File: config.mk
export PLATFORM = sky130hd
export DESIGN_NAME = seg7_capture_flat
export DESIGN_NICKNAME = d
export VERILOG_FILES = /design/src/rtl/seg7_capture_if.sv /design/src/rtl/seg7_capture.sv /design/src/flat_wrapper.sv
export SDC_FILE = /design/constraint.sdc
export NUM_CORES = 1
export LEC_CHECK = 0
export ABC_AREA = 1
export BUFFER_PORTS_ARGS = -buffer_cell sky130_fd_sc_hd__buf_2
export CAP_MARGIN = 40
export CORE_UTILIZATION = 45
export CTS_BUF_LIST = sky130_fd_sc_hd__clkbuf_4
export DETAILED_ROUTE_END_ITERATION = 16
export SLEW_MARGIN = 5
export SYNTH_ARGS = -nofsm -noshare
export SYNTH_HDL_FRONTEND = slang
export SYNTH_SLANG_ARGS = --single-unit
File: constraint.sdc
create_clock -name CLOCK_50 -period 4.45 [get_ports CLOCK_50]
set_input_delay 0.89 -clock CLOCK_50 [delete_from_list [all_inputs] [get_ports CLOCK_50]]
set_output_delay 0.89 -clock CLOCK_50 [all_outputs]
set_load 0.1 [all_outputs]
File: src/rtl/seg7_capture_if.sv
// Segment bus and decoded-result signals shared between a 7-segment source and seg7_capture.
interface seg7_capture_if;
    logic [0:6] SEG_IN;
    logic [3:0] DIGIT;
    logic       DIG_VALID;
    logic       BLANK;
    logic       ERR;
    logic [7:0] CHANGES;

    modport master (
        output SEG_IN,
        input  DIGIT, DIG_VALID, BLANK, ERR, CHANGES
    );

    modport slave (
        input  SEG_IN,
        output DIGIT, DIG_VALID, BLANK, ERR, CHANGES
    );
endinterface

File: src/rtl/seg7_capture.sv
// seg7_capture: synchronizes an active-low 7-segment bus, waits for a stable glyph and decodes it.
// Define SEG7_CAPTURE_HEX_EN to also accept the A, b, C, d, E, F glyphs as digits 10..15.
module seg7_capture #(
    parameter int STABLE_CYCLES = 50000
) (
    input  logic          CLOCK_50,
    input  logic          V_KEY,
    seg7_capture_if.slave bus
);
    localparam logic [19:0] CNT_LAST  = 20'(STABLE_CYCLES - 1);
    localparam logic [0:6]  SEG_BLANK = 7'b1111111;

    typedef enum logic {SETTLING, STABLE} state_t;

    state_t      state, state_next;
    logic [0:6]  sync1, sync2;
    logic [0:6]  cand, cand_next;
    logic [0:6]  acc, acc_next;
    logic [19:0] cnt, cnt_next;
    logic [3:0]  digit, digit_next;
    logic        dig_valid, dig_valid_next;
    logic        blank, blank_next;
    logic        err, err_next;
    logic [7:0]  changes, changes_next;
    logic [4:0]  glyph;

    // Returns {legal, value}; blank is handled by the caller before decode.
    function automatic logic [4:0] decode(input logic [0:6] seg);
        case (seg)
            7'b0000001: return {1'b1, 4'd0};
            7'b1001111: return {1'b1, 4'd1};
            7'b0010010: return {1'b1, 4'd2};
            7'b0000110: return {1'b1, 4'd3};
            7'b1001100: return {1'b1, 4'd4};
            7'b0100100: return {1'b1, 4'd5};
            7'b0100000: return {1'b1, 4'd6};
            7'b0001111: return {1'b1, 4'd7};
            7'b0000000: return {1'b1, 4'd8};
            7'b0000100: return {1'b1, 4'd9};
`ifdef SEG7_CAPTURE_HEX_EN
            7'b0001000: return {1'b1, 4'd10};
            7'b1100000: return {1'b1, 4'd11};
            7'b0110001: return {1'b1, 4'd12};
            7'b1000010: return {1'b1, 4'd13};
            7'b0110000: return {1'b1, 4'd14};
            7'b0111000: return {1'b1, 4'd15};
`endif
            default:    return {1'b0, 4'd0};
        endcase
    endfunction

    always_comb begin
        state_next     = state;
        cand_next      = cand;
        cnt_next       = cnt;
        acc_next       = acc;
        digit_next     = digit;
        dig_valid_next = 1'b0;
        blank_next     = blank;
        err_next       = err;
        changes_next   = changes;
        glyph          = decode(cand);

        if (sync2 != cand) begin
            cand_next  = sync2;
            cnt_next   = '0;
            state_next = SETTLING;
        end else if (cnt < CNT_LAST) begin
            cnt_next = cnt + 20'd1;
        end else begin
            // Counter saturates here; only a pattern differing from the accepted one pulses.
            state_next = STABLE;
            if (cand != acc) begin
                acc_next       = cand;
                dig_valid_next = 1'b1;
                changes_next   = changes + 8'd1;
                if (cand == SEG_BLANK) begin
                    blank_next = 1'b1;
                    err_next   = 1'b0;
                end else if (glyph[4]) begin
                    digit_next = glyph[3:0];
                    blank_next = 1'b0;
                    err_next   = 1'b0;
                end else begin
                    blank_next = 1'b0;
                    err_next   = 1'b1;
                end
            end
        end
    end

    always_ff @(posedge CLOCK_50 or negedge V_KEY) begin
        if (!V_KEY) begin
            sync1     <= SEG_BLANK;
            sync2     <= SEG_BLANK;
            cand      <= SEG_BLANK;
            acc       <= SEG_BLANK;
            cnt       <= '0;
            state     <= SETTLING;
            digit     <= '0;
            dig_valid <= 1'b0;
            blank     <= 1'b1;
            err       <= 1'b0;
            changes   <= '0;
        end else begin
            sync1     <= bus.SEG_IN;
            sync2     <= sync1;
            cand      <= cand_next;
            acc       <= acc_next;
            cnt       <= cnt_next;
            state     <= state_next;
            digit     <= digit_next;
            dig_valid <= dig_valid_next;
            blank     <= blank_next;
            err       <= err_next;
            changes   <= changes_next;
        end
    end

    assign bus.DIGIT     = digit;
    assign bus.DIG_VALID = dig_valid;
    assign bus.BLANK     = blank;
    assign bus.ERR       = err;
    assign bus.CHANGES   = changes;
endmodule

File: src/flat_wrapper.sv
// flat-port wrapper written by rule: the top's interface ports become plain ports
module seg7_capture_flat 
#(
    parameter int STABLE_CYCLES = 50000
)
  (CLOCK_50, V_KEY, bus_SEG_IN, bus_DIGIT, bus_DIG_VALID, bus_BLANK, bus_ERR, bus_CHANGES);
  seg7_capture_if bus_i ();
  input  logic CLOCK_50;
  input  logic V_KEY;
  input wire logic [$bits(bus_i.SEG_IN)-1:0] bus_SEG_IN;
  output wire logic [$bits(bus_i.DIGIT)-1:0] bus_DIGIT;
  output wire logic [$bits(bus_i.DIG_VALID)-1:0] bus_DIG_VALID;
  output wire logic [$bits(bus_i.BLANK)-1:0] bus_BLANK;
  output wire logic [$bits(bus_i.ERR)-1:0] bus_ERR;
  output wire logic [$bits(bus_i.CHANGES)-1:0] bus_CHANGES;
  assign bus_i.SEG_IN = bus_SEG_IN;
  assign bus_DIGIT = bus_i.DIGIT;
  assign bus_DIG_VALID = bus_i.DIG_VALID;
  assign bus_BLANK = bus_i.BLANK;
  assign bus_ERR = bus_i.ERR;
  assign bus_CHANGES = bus_i.CHANGES;
  seg7_capture #(.STABLE_CYCLES(STABLE_CYCLES)) u_core (.CLOCK_50(CLOCK_50), .V_KEY(V_KEY), .bus(bus_i));
endmodule
==> summary.md <==
| Metric | Value |
|---|---|
| Status | `completed` |
| Util after Layout | `0.511` |
| Grt total ovfl | `0` |
| Worst-Margin Slew | `0.692 ns` |
| Relative slew margins | `0.537` |
| Largest net degree at the start of global routing | `35` |
| Core box area | `a little under 7000 µm²` |
| CP Data Arrival Time | `about 1.4 ns` |
| Synth Area per Inst | `between 8 and 9 µm²` |
| I/O pin count | `24` |
| Leading area contributor after synthesis | `dfrtp_1` |
| CTS Sinks | `63` |
| HPWL after DPL | `4.25 mm` |
| Die W | `between 80 and 90 µm` |
| Clock skew | `around 0.014 ns` |
| CP Launch Type | `register` |
| Most used DFF post-synth | `dfrtp_1` |
| Vias per cell | `4.98` |
| Psw | `256 µW` |
| Unrepaired setup endpoints after global routing | `no` |
| Worst path slowest cell | `dfstp_2` |
| Mapped Area | `3150 µm²` |
| Synth top area share | `0.270` |
| CP cell instances | `buf_2` |
| Yosys cell types | `28` |
| Reg power frac | `0.551` |
| Cells after DPL | `459` |
| H-tree lvl count | `3` |
| Worst Hold Class | `reg2reg` |
| Routed Antenna Nets | `0` |
| Most common cell in the netlist | `nand2_1` |
| Antenna violations before repair | `0` |
| Crit path max fanout | `2` |
| Setup bufs post-CTS | `0` |
| Max Cap Viol | `0` |
| Slowest stage delay, CP | `0.55 ns` |
| Vias in the first global route | `2200` |
| RePlAce Congestion | `0.847` |
| Max Clk Rate | `0.442 GHz` |
| Post-synth top cells | `nand2_1, nor2_1, dfrtp_1, inv_1, dfstp_2` |
| Power share of the combinational group | `0.039` |
| Final Max Slew Viols | `0` |
| Synthesis Warnings | `0` |
| Diodes inserted | `0` |
| Clock network power share | `0.411` |
| Top delay family on crit path | `flip-flops` |
| Global-route wire length before repair | `just over 10 mm` |
| DRC viols | `0` |
| Sw frac | `0.235` |
| Element type at the critical path end | `output pin` |
| Cells after synthesis | `368` |
| FF+latch count, synth | `63` |
| Layout cells sized above 1 | `0.230` |
| Initial Util | `0.466` |
| First drt pass iteration count | `5` |
| Clock tree buffer depth | `2` |
| Cts repair resizes | `0` |
| Core Rows | `30` |
| Syn nets | `approximately 380` |
| FILL cells | `about 650` |
| Crit path buffers/inverters | `1` |
| Data required, critical path | `3.56 ns` |
| Clock slew at reported path FFs | `0.12 ns` |
| Finished Layout Cells | `475` |
| Final #Nets | `401` |
| Area growth, synth to finish | `9.66%` |
| EDFF count, synth | `0` |
| Hold-fix buffers, CTS | `0` |
| Leak | `1.56 nW` |
| Port Buffers | `23` |
| Final hold violation count | `0` |
| Die height | `about 86 µm` |
| Power density over cell area | `316 nW/µm²` |
| Period minus WS final | `2.26 ns` |
| Tot GR Track Use | `0.180` |
| Largest cells by area after synthesis | `dfrtp_1, dfstp_2, nand2_1` |
| TritonCTS buffer count | `9` |
| Clk Latency, worst-skew pair | `0.40 ns` |
| P_int | `833 µW` |
| Initial DRC count | `138` |
| Final setup fails | `0` |
| Post-Route WL | `5.93 mm` |
| Critical path class | `reg2out` |
| Routed via count | `2365` |
| TritonCTS clock tree | `yes` |
| Routed len/inst | `12.5 µm` |
| Sequential share of the synthesized area | `0.513` |
| Peak VDD IR | `246 µV` |
| Setup_tns | `0 ns` |
| CTS root buffer | `clkbuf_4` |
| Final Cycle Share | `0.508` |
| Ys async rst share | `1.00` |
| Die area | `7330 µm²` |
==> flip-flops by register name, indices dropped and copies added, names as in the netlist <==
signal                flops
u_core.acc                7
u_core.bus.BLANK          1
u_core.bus.CHANGES        8
u_core.bus.DIGIT          4
u_core.bus.DIG_VALID      1
u_core.bus.ERR            1
u_core.cand               7
u_core.cnt               20
u_core.sync1              7
u_core.sync2              7
==> power by group through the flow <==
stage / logic [mW] / registers (mW) / clock network, mW
floorplan: 0.0275 / 0.607 / 0
global placement: 0.0429 / 0.609 / 0
detailed placement: 0.0432 / 0.610 / 0
CTS: 0.0434 / 0.600 / 0.464
global route: 0.0480 / 0.602 / 0.490
finish: 0.0420 / 0.600 / 0.448
==> final timing paths <==
check	slack, ns	start	cells past startpoint	endpoint
max reg2reg	2.26	u_core.cnt[0]	11	u_core.bus.DIGIT[3]
min in group asynchronous	0.51	V_KEY	1	u_core.cnt[11]
min	0.36	u_core.sync1[6]	0	u_core.sync2[6]
max	2.19	u_core.bus.BLANK	1	bus_BLANK
min reg2reg	0.36	u_core.sync1[6]	0	u_core.sync2[6]
max in group asynchronous	3.02	V_KEY	2	u_core.cand[2]
==> metal layers <==
metal  vias to the layer above  track usage  wire length, µm
li1                       1215            -                -
met1                      1103        0.238             2940
met2                        45        0.282             2770
met3                         2       0.0529              189
met4                         0       0.0652               32
met5                         -            0                0
==> cell families (layout without fill, tap and decap cells) <==
logic type               count (synthesis)  after routing  share of synthesized area
AO/OA/AOI/OAI                           33             33                     0.0644
adder cells (fa/ha/maj)                  2              2                    0.00795
XOR/XNOR                                25             25                     0.0696
AND/OR/NAND/NOR                        197            197                      0.277
buffers and inverters                   48             75                     0.0684
flip-flops                              63             63                      0.513
==> cell usage in the layout, fill, tap and decap left out, types with 9 or more instances in the layout <==
cell type,Yosys,layout
nor3_1,15,15
nor2_1,46,46
nand3_1,28,28
buf_2,0,23
dfstp_2,29,29
dfrtp_1,34,34
o21ai_0,12,12
nand2_1,88,88
xnor2_1,10,10
xor2_1,15,15
inv_1,34,34
clkbuf_4,0,9
==> through the flow <==
stage               total power, mW  worst slack (ns)  area (µm²)  hold WS [ns]
floorplan                     0.634              2.57        3150         0.345
global placement              0.652              2.34        3290         0.346
detailed placement            0.653              2.27        3290         0.347
CTS                            1.11              2.15        3450         0.364
global route                   1.14              1.95        3450         0.368
finish                         1.09              2.19        3450         0.362
==> final cells by class <==
| type | instances | area [µm²] | area share |
|---|---|---|---|
| clock buffer | 9 | 67.6 | 0.0196 |
| clock inverter | 7 | 96.3 | 0.0279 |
| inverter | 35 | 133 | 0.0384 |
| multi-input combinational | 257 | 1320 | 0.382 |
| sequential | 63 | 1610 | 0.467 |
| tap | 80 | 100 | 0.0290 |
| timing repair buffer | 24 | 123 | 0.0355 |
(Power assumes the default switching activity.)
